===== src/rtl/max7219_rcv_pkg.sv =====
// Shared constants and types for the MAX7219 receive-side model.
// Holds register addresses, packet layout and FSM encodings.
package max7219_rcv_pkg;

    localparam int unsigned PKT_W      = 16;
    localparam int unsigned DATA_W     = 8;
    localparam int unsigned ADDR_W     = 4;
    localparam int unsigned CNT_W      = 5;
    localparam int unsigned NUM_DIGITS = 8;
    localparam int unsigned SEG_W      = NUM_DIGITS * DATA_W;

    // Packet field positions (MSB-first on the wire)
    localparam int unsigned DATA_LSB = 0;
    localparam int unsigned ADDR_LSB = 8;
    localparam int unsigned RSVD_LSB = 12;

    localparam logic [CNT_W-1:0] CNT_MAX = 5'd31;

    localparam logic [ADDR_W-1:0] ADDR_NOOP   = 4'h0;
    localparam logic [ADDR_W-1:0] ADDR_DIG0   = 4'h1;
    localparam logic [ADDR_W-1:0] ADDR_DIG1   = 4'h2;
    localparam logic [ADDR_W-1:0] ADDR_DIG2   = 4'h3;
    localparam logic [ADDR_W-1:0] ADDR_DIG3   = 4'h4;
    localparam logic [ADDR_W-1:0] ADDR_DIG4   = 4'h5;
    localparam logic [ADDR_W-1:0] ADDR_DIG5   = 4'h6;
    localparam logic [ADDR_W-1:0] ADDR_DIG6   = 4'h7;
    localparam logic [ADDR_W-1:0] ADDR_DIG7   = 4'h8;
    localparam logic [ADDR_W-1:0] ADDR_DECODE = 4'h9;
    localparam logic [ADDR_W-1:0] ADDR_INTENS = 4'hA;
    localparam logic [ADDR_W-1:0] ADDR_SCAN   = 4'hB;
    localparam logic [ADDR_W-1:0] ADDR_SHDN   = 4'hC;
    localparam logic [ADDR_W-1:0] ADDR_TEST   = 4'hF;

    typedef enum logic [1:0] {
        ST_IDLE  = 2'd0,
        ST_SHIFT = 2'd1,
        ST_LATCH = 2'd2
    } state_t;

    typedef struct packed {
        logic [3:0]        rsvd;
        logic [ADDR_W-1:0] addr;
        logic [DATA_W-1:0] data;
    } pkt_t;

    // Digit registers are addressed 1..8; map to 0-based slot
    function automatic logic [2:0] digit_idx(input logic [ADDR_W-1:0] addr);
        return 3'(addr - 4'd1);
    endfunction

endpackage


===== src/rtl/max7219_rcv_if.sv =====
// Serial link between the seven-segment driver and the receiver.
interface max7219_rcv_if;
    logic sclk;
    logic load;
    logic sdi;

    modport master (output sclk, output load, output sdi);
    modport slave  (input  sclk, input  load, input  sdi);
endinterface


===== src/rtl/max7219_rcv_sync_edge.sv =====
// Multi-stage synchronizer with a history flop for single-cycle edge strobes.
module sync_edge #(
    parameter int unsigned SYNC_STAGES = 2
) (
    input  logic clk,
    input  logic rst,
    input  logic din,
    output logic level,
    output logic rise_c,
    output logic fall_c
);

    logic [SYNC_STAGES-1:0] sync_q;
    logic                   hist_q;

    always_ff @(posedge clk) begin
        if (rst) begin
            sync_q <= '0;
            hist_q <= 1'b0;
        end else begin
            sync_q <= {sync_q[SYNC_STAGES-2:0], din};
            hist_q <= sync_q[SYNC_STAGES-1];
        end
    end

    assign level  = sync_q[SYNC_STAGES-1];
    assign rise_c =  sync_q[SYNC_STAGES-1] & ~hist_q;
    assign fall_c = ~sync_q[SYNC_STAGES-1] &  hist_q;

endmodule


===== src/rtl/max7219_rcv.sv =====
// MAX7219 receive-side model: reassembles serial frames and keeps a
// MAX7219-style register file for loopback checking and emulation.
module max7219_rcv
    import max7219_rcv_pkg::*;
#(
    parameter int unsigned SYNC_STAGES = 2
) (
    input  logic               clk,
    input  logic               rst,
    max7219_rcv_if.slave       ser,
    output logic [SEG_W-1:0]   seg,
    output logic [DATA_W-1:0]  decode,
    output logic [3:0]         intensity,
    output logic [2:0]         scan_lim,
    output logic               shdn,
    output logic               test,
    output logic [PKT_W-1:0]   pkt,
    output logic               pkt_vld,
    output logic               frm_err
);

    logic sclk_lvl_unused, sclk_rise, sclk_fall_unused;
    logic load_lvl_unused, load_rise, load_fall;
    logic sdi_lvl, sdi_rise_unused, sdi_fall_unused;

    sync_edge #(.SYNC_STAGES(SYNC_STAGES)) u_sync_sclk (
        .clk    (clk),
        .rst    (rst),
        .din    (ser.sclk),
        .level  (sclk_lvl_unused),
        .rise_c (sclk_rise),
        .fall_c (sclk_fall_unused)
    );

    sync_edge #(.SYNC_STAGES(SYNC_STAGES)) u_sync_load (
        .clk    (clk),
        .rst    (rst),
        .din    (ser.load),
        .level  (load_lvl_unused),
        .rise_c (load_rise),
        .fall_c (load_fall)
    );

    sync_edge #(.SYNC_STAGES(SYNC_STAGES)) u_sync_sdi (
        .clk    (clk),
        .rst    (rst),
        .din    (ser.sdi),
        .level  (sdi_lvl),
        .rise_c (sdi_rise_unused),
        .fall_c (sdi_fall_unused)
    );

    state_t            state;
    pkt_t              shift_reg;
    logic [CNT_W-1:0]  bit_cnt;

    // Frame FSM and register file; a load rise takes priority over a coincident sclk rise
    always_ff @(posedge clk) begin
        if (rst) begin
            state     <= ST_IDLE;
            shift_reg <= '0;
            bit_cnt   <= '0;
            seg       <= '0;
            decode    <= '0;
            intensity <= '0;
            scan_lim  <= '0;
            shdn      <= 1'b1;
            test      <= 1'b0;
            pkt       <= '0;
            pkt_vld   <= 1'b0;
            frm_err   <= 1'b0;
        end else begin
            pkt_vld <= 1'b0;
            frm_err <= 1'b0;
            case (state)
                ST_IDLE: begin
                    if (load_fall) begin
                        shift_reg <= '0;
                        bit_cnt   <= '0;
                        state     <= ST_SHIFT;
                    end
                end
                ST_SHIFT: begin
                    if (load_rise) begin
                        state <= ST_LATCH;
                    end else if (sclk_rise) begin
                        shift_reg <= {shift_reg[PKT_W-2:0], sdi_lvl};
                        if (bit_cnt != CNT_MAX) begin
                            bit_cnt <= 5'(bit_cnt + 5'd1);
                        end
                    end
                end
                ST_LATCH: begin
                    state <= ST_IDLE;
                    if (bit_cnt >= 5'(PKT_W)) begin
                        pkt     <= shift_reg;
                        pkt_vld <= 1'b1;
                        case (shift_reg.addr)
                            ADDR_DIG0, ADDR_DIG1, ADDR_DIG2, ADDR_DIG3,
                            ADDR_DIG4, ADDR_DIG5, ADDR_DIG6, ADDR_DIG7:
                                seg[{digit_idx(shift_reg.addr), 3'b000} +: DATA_W] <= shift_reg.data;
                            ADDR_DECODE: decode    <= shift_reg.data;
                            ADDR_INTENS: intensity <= shift_reg.data[3:0];
                            ADDR_SCAN:   scan_lim  <= shift_reg.data[2:0];
                            ADDR_SHDN:   shdn      <= ~shift_reg.data[0];
                            ADDR_TEST:   test      <= shift_reg.data[0];
                            ADDR_NOOP:   ;
                            default:     ;
                        endcase
                    end else begin
                        frm_err <= 1'b1;
                    end
                end
                default: state <= ST_IDLE;
            endcase
        end
    end

endmodule


===== src/flat_wrapper.sv =====
// flat-port wrapper written by rule: the top's interface ports become plain ports
module max7219_rcv_flat import max7219_rcv_pkg::*;
#(
    parameter int unsigned SYNC_STAGES = 2
)
  (clk, rst, seg, decode, intensity, scan_lim, shdn, test, pkt, pkt_vld, frm_err, ser_sclk, ser_load, ser_sdi);
  max7219_rcv_if ser_i ();
  input  logic clk;
  input  logic rst;
  output logic [SEG_W-1:0] seg;
  output logic [DATA_W-1:0] decode;
  output logic [3:0] intensity;
  output logic [2:0] scan_lim;
  output logic shdn;
  output logic test;
  output logic [PKT_W-1:0] pkt;
  output logic pkt_vld;
  output logic frm_err;
  input wire logic [$bits(ser_i.sclk)-1:0] ser_sclk;
  input wire logic [$bits(ser_i.load)-1:0] ser_load;
  input wire logic [$bits(ser_i.sdi)-1:0] ser_sdi;
  assign ser_i.sclk = ser_sclk;
  assign ser_i.load = ser_load;
  assign ser_i.sdi = ser_sdi;
  max7219_rcv #(.SYNC_STAGES(SYNC_STAGES)) u_core (.clk(clk), .rst(rst), .ser(ser_i), .seg(seg), .decode(decode), .intensity(intensity), .scan_lim(scan_lim), .shdn(shdn), .test(test), .pkt(pkt), .pkt_vld(pkt_vld), .frm_err(frm_err));
endmodule

===== config.mk =====
export PLATFORM = sky130hd
export DESIGN_NAME = max7219_rcv_flat
export DESIGN_NICKNAME = d
export VERILOG_FILES = /design/src/rtl/max7219_rcv_pkg.sv /design/src/rtl/max7219_rcv_if.sv /design/src/rtl/max7219_rcv_sync_edge.sv /design/src/rtl/max7219_rcv.sv /design/src/flat_wrapper.sv
export SDC_FILE = /design/constraint.sdc
export NUM_CORES = 1
export LEC_CHECK = 0
export ABC_AREA = 1
export CORE_AREA = 2 2 104 116
export DETAILED_ROUTE_END_ITERATION = 8
export DIE_AREA = 0 0 106 118
export PLACE_DENSITY = 0.79
export SLEW_MARGIN = 20
export SYNTH_ARGS = -nofsm -noshare
export SYNTH_HDL_FRONTEND = slang
export SYNTH_HIERARCHICAL = 1
export SYNTH_SLANG_ARGS = --single-unit

===== constraint.sdc =====
create_clock -name clk -period 6.6 [get_ports clk]
set_clock_uncertainty 0.1 [all_clocks]
set_input_delay 0.66 -clock clk [delete_from_list [all_inputs] [get_ports clk]]
set_output_delay 0.66 -clock clk [all_outputs]
set_load 0.01 [all_outputs]

==> metrics.cfg, run 1 <==
[run_status]
status=finished clean

[clocking]
clk_pin_slew_ps=60
ctsHoldBuffers=0
numCtsBuffers=17
cts_tree=built
cts_root_buffer=clkbuf_16
h-tree-depth=4
worstSkewPairLatency_ps=410
post_cts_buffers=0
clockBufferDepth=2
cts_resized=0
cts.sink_count=130

[sta]
tns_ps=0
drv_slew=0
max_freq_ghz=0.2964
worstMarginPinSlew_ps=845.6
max_slew_margin_pct=43.62
setup_slack_ps=3226
finalCriticalPeriod_ps=3374
setup_viol=0
timing.final.crit_share_pct=51.11
finalHoldViolCount=0
holdWs_ps=301.2
rsz0062_at_grt=false

[power]
fin_total_pwr_mw=1.740
p_int_mw=1.355
p_sw_share_pct=22.11
p_comb_share_pct=3.6
leakagePower_nw=2.954
seq_power_share_pct=46.0
pwr-share-clk_pct=50.4
p_sw_uw=384.7
powerDensity_nw_per_um2=249.6
ir_worst_vdd_mv=0.1400

[routing]
ant_nets=0
drc=0
highest_layer=met4
dr.pass1.iters=5
wl_met3_um=760
routed_wl_mm=12.98
avgRoutedWirePerCell_um=12.86
drt_iter0_drc=343
met1Wirelength_mm=5.701
wl_met2_mm=6.310
viasPerCell=4.891
vias=4935

[cells_and_area]
nets=861
diodes=0
final_common_cell=nor2_1
area_growth_syn_to_layout_pct=30.96
fin_area_um2=6970
nFillCells=1046
mostFrequentLayoutCells=nor2_1, nand2_1, dfxtp_1
largest_reg_flops=64
drive_above_1_share_pct=5.704

[critical_path]
crit_type=register to register
end_kind=register
startpoint=u_core/shift_reg[8]
required_ps=6850
crit_slowest_cell=dfxtp_1
worstPathArrival_ps=3620
max_stage_delay_ps=600
r2r_start=u_core/shift_reg[8]
crit_fanout=20
crit_top_cell=nand2_1
cp-start-kind=register
cp_cell_sequence=clkinv_1, ha_1, nand2_2, nand2_2, ha_1, inv_1, nor3_1, nand2_1, nand2_1, nand2_1, nor2_1

[run]
maxCapViolCount=0

[synthesis]
syn_inst=753
postSynthAreaPerCell_um2=7.069
yosysWarningCount=6
synth_fp_nets=768
mappedNetlistArea_um2=5323

[place]
dp_slack_ps=3270
place_area_um2=6411
dp_hpwl_mm=8.488
place_congestion=0.8971
numPortBuffers=103

[floorplan]
start_util_pct=46.95
dieArea_um2=12510
die_h_um=118
core_um2=11340
fp.dieW_um=106
rows=41
io_pins=104

[hold_path]
hp-start=u_core/u_sync_sclk/sync_q[0]
hp-class=register to register

[global_routing]
grt_max_degree=91
first_global_vias=4531
antenna_found_initial=0
grt_pass1_wl_mm=21.48
grt-ovfl-total=0
track_usage_pct=21.21

## worst max-delay path, delay by kind of cell (launching register included)
kind                       cells  cell delay [ps]
and+or+nand+nor                7             1130
buffers and inverters          2              670
DFF                            1              600
adders and majority gates      2              790
## power by group through the flow
stage | clock [mW] | combinational, mW | sequential [mW]
after floorplan | 0 | 0.0492 | 0.813
after global placement | 0 | 0.0604 | 0.817
after detailed placement | 0 | 0.0617 | 0.817
after CTS | 0.890 | 0.0621 | 0.800
after global routing | 0.927 | 0.0715 | 0.801
final | 0.877 | 0.0626 | 0.801
## per-stage QoR
| stage | utilization [%] | std cells |
|---|---|---|
| 2_1_floorplan | - | 753 |
| 3_5_place_dp | 56.55 | 977 |
| 3_3_place_gp | 56.55 | 977 |
| 6_report | 61.48 | 1009 |
| 4_1_cts | 61.48 | 1009 |
| 5_1_grt | 61.48 | 1009 |
## metal layers
layer  GRT usage, %  vias up
met3          4.540       22
met4          8.964        0
met5              0        -
met1          26.17     2223
li1               -     2534
met2          35.65      156
## cell type report
class	count	area (um^2)	share of cell area [%]
well taps	150	187.7	2.693
inverters	67	251.5	3.608
clock buffers	23	478.0	6.857
clock inverters	9	81.33	1.167
multi-input cells	523	2308	33.12
flip-flops and latches	130	2603	37.34
repair buffers	107	1061	15.22
## path summary, 6_finish.rpt
path / cells after the start / to / slack, ps
setup / recovery: 11 / u_core/seg[35] / 3230
hold / removal: 2 / u_core/u_sync_sclk/sync_q[1] / 300
setup reg to reg: 11 / u_core/seg[35] / 3230
hold reg to reg: 2 / u_core/u_sync_sclk/sync_q[1] / 300
(Power assumes the default switching activity.)
==> run 2, diff against run 1 <==
==> constraint.sdc (replaced) <==
create_clock -name clk -period 3.35 [get_ports clk]
set_clock_uncertainty 0.1 [all_clocks]
set_input_delay 0.335 -clock clk [delete_from_list [all_inputs] [get_ports clk]]
set_output_delay 0.335 -clock clk [all_outputs]
set_load 0.01 [all_outputs]
==> metrics.cfg, run 2 (same netlist as run 1, synthesis figures left out) <==
[routing]
viasPerCell=4.823
avgRoutedWirePerCell_um=12.67
drt_iter0_drc=263
routed_wl_mm=12.84
drc=0
vias=4886
dr.pass1.iters=5
ant_nets=0

[global_routing]
track_usage_pct=21.02
first_global_vias=4462
grt_pass1_wl_mm=21.13
grt_max_degree=63
antenna_found_initial=0
grt-ovfl-total=0

[floorplan]
rows=41
start_util_pct=46.95
io_pins=104
die_h_um=118
core_um2=11340
dieArea_um2=12510
fp.dieW_um=106

[power]
powerDensity_nw_per_um2=486.9
ir_worst_vdd_mv=0.3002
leakagePower_nw=2.971

[clocking]
h-tree-depth=4
numCtsBuffers=17
cts_root_buffer=clkbuf_16
clockBufferDepth=2
ctsHoldBuffers=0
worstSkewPairLatency_ps=410
post_cts_buffers=0
cts_resized=0
cts_tree=built
cts.sink_count=130
clk_pin_slew_ps=60

[sta]
rsz0062_at_grt=false
max_freq_ghz=0.3798
worstMarginPinSlew_ps=634.8
drv_slew=0
tns_ps=0
setup_viol=0
finalCriticalPeriod_ps=2633
max_slew_margin_pct=57.62
timing.final.crit_share_pct=78.60
finalHoldViolCount=0

[cells_and_area]
mostFrequentLayoutCells=nor2_1, nand2_1, dfxtp_1
diodes=0
nets=865
drive_above_1_share_pct=6.373
final_common_cell=nor2_1
stdcell_count=1013
area_growth_syn_to_layout_pct=31.71
largest_reg_flops=64
nFillCells=1016

[place]
dp_hpwl_mm=8.487
numPortBuffers=103
place_congestion=0.9049
dp.cells=981

[critical_path]
crit_fanout=20
cp-start-kind=register
required_ps=3550
end_kind=register
worstPathArrival_ps=2840
crit_type=register to register

[hold_path]
hp-class=register to register

[run_status]
status=finished clean

[run]
maxCapViolCount=0

-- run 2: changes by cell type in the layout (fill, tap and decap cells not counted), sizes merged --
cell / before / now
clkinvlp: 3 / 5
buf: 4 / 8
clkinv: 6 / 8
clkbuf: 23 / 19
-- run 2: cell type report --
type	count	area [um^2]	share of cell area, %
multi-input combinational	523	2308	32.93
clock inverter	13	113.9	1.624
tap	150	187.7	2.677
inverter	67	251.5	3.587
timing repair buffer	111	1104	15.74
clock buffer	19	442.9	6.318
sequential	130	2603	37.12
-- run 2: metrics by stage --
stage	instance area [um^2]	utilization, %	worst slack [ps]	hold WS [ps]	power (mW)
2_1_floorplan	5323	-	749.5	288.3	1.699
3_3_place_gp	6454	56.93	853.1	290.3	1.734
3_5_place_dp	6454	56.93	794.6	297.2	1.735
4_1_cts	7010	61.84	773.8	306.6	3.441
5_1_grt	7010	61.84	464.4	328.0	3.530
6_report	7010	61.84	716.8	303.9	3.414
-- run 2: final timing paths --
check / depth (start not counted) / slack [ps] / endpoint / from
hold reg to reg: 2 / 300 / u_core/u_sync_sclk/sync_q[1] / u_core/u_sync_sclk/sync_q[0]
setup / recovery: 12 / 720 / u_core/seg[3] / u_core/shift_reg[8]
setup reg to reg: 12 / 720 / u_core/seg[3] / u_core/shift_reg[8]
hold / removal: 2 / 300 / u_core/u_sync_sclk/sync_q[1] / u_core/u_sync_sclk/sync_q[0]
-- run 2: routing by layer --
| layer | vias to the layer above | track usage (%) | share of wire [%] | wire (um) |
|---|---|---|---|---|
| li1 | 2533 | - | - | - |
| met1 | 2198 | 26.29 | 45 | 5769 |
| met2 | 139 | 33.91 | 48 | 6188 |
| met3 | 16 | 6.977 | 5.4 | 691 |
| met4 | 0 | 7.237 | 1.5 | 188 |
| met5 | - | 0 | 0 | 0 |
-- run 2: power by group --
group / switching (mW) / internal [mW] / leakage [nW] / total, mW
Combinational: 0.0891 / 0.0390 / 1.66 / 0.128
Sequential: 0.0168 / 1.56 / 1.05 / 1.58
Clock: 0.675 / 1.03 / 0.261 / 1.71
Total: 0.781 / 2.63 / 2.97 / 3.41
-- run 2: worst max-delay path, cell delays in order (launching register included) --
cell and delay [ps]:
dfxtp_1 340, clkinv_1 70, buf_4 190, ha_1 250
nand2_2 110, nand2_2 120, ha_1 360, inv_1 160
nand2_1 70, nor2_1 450, nand3_1 150, nand2_1 80
nor2_1 50
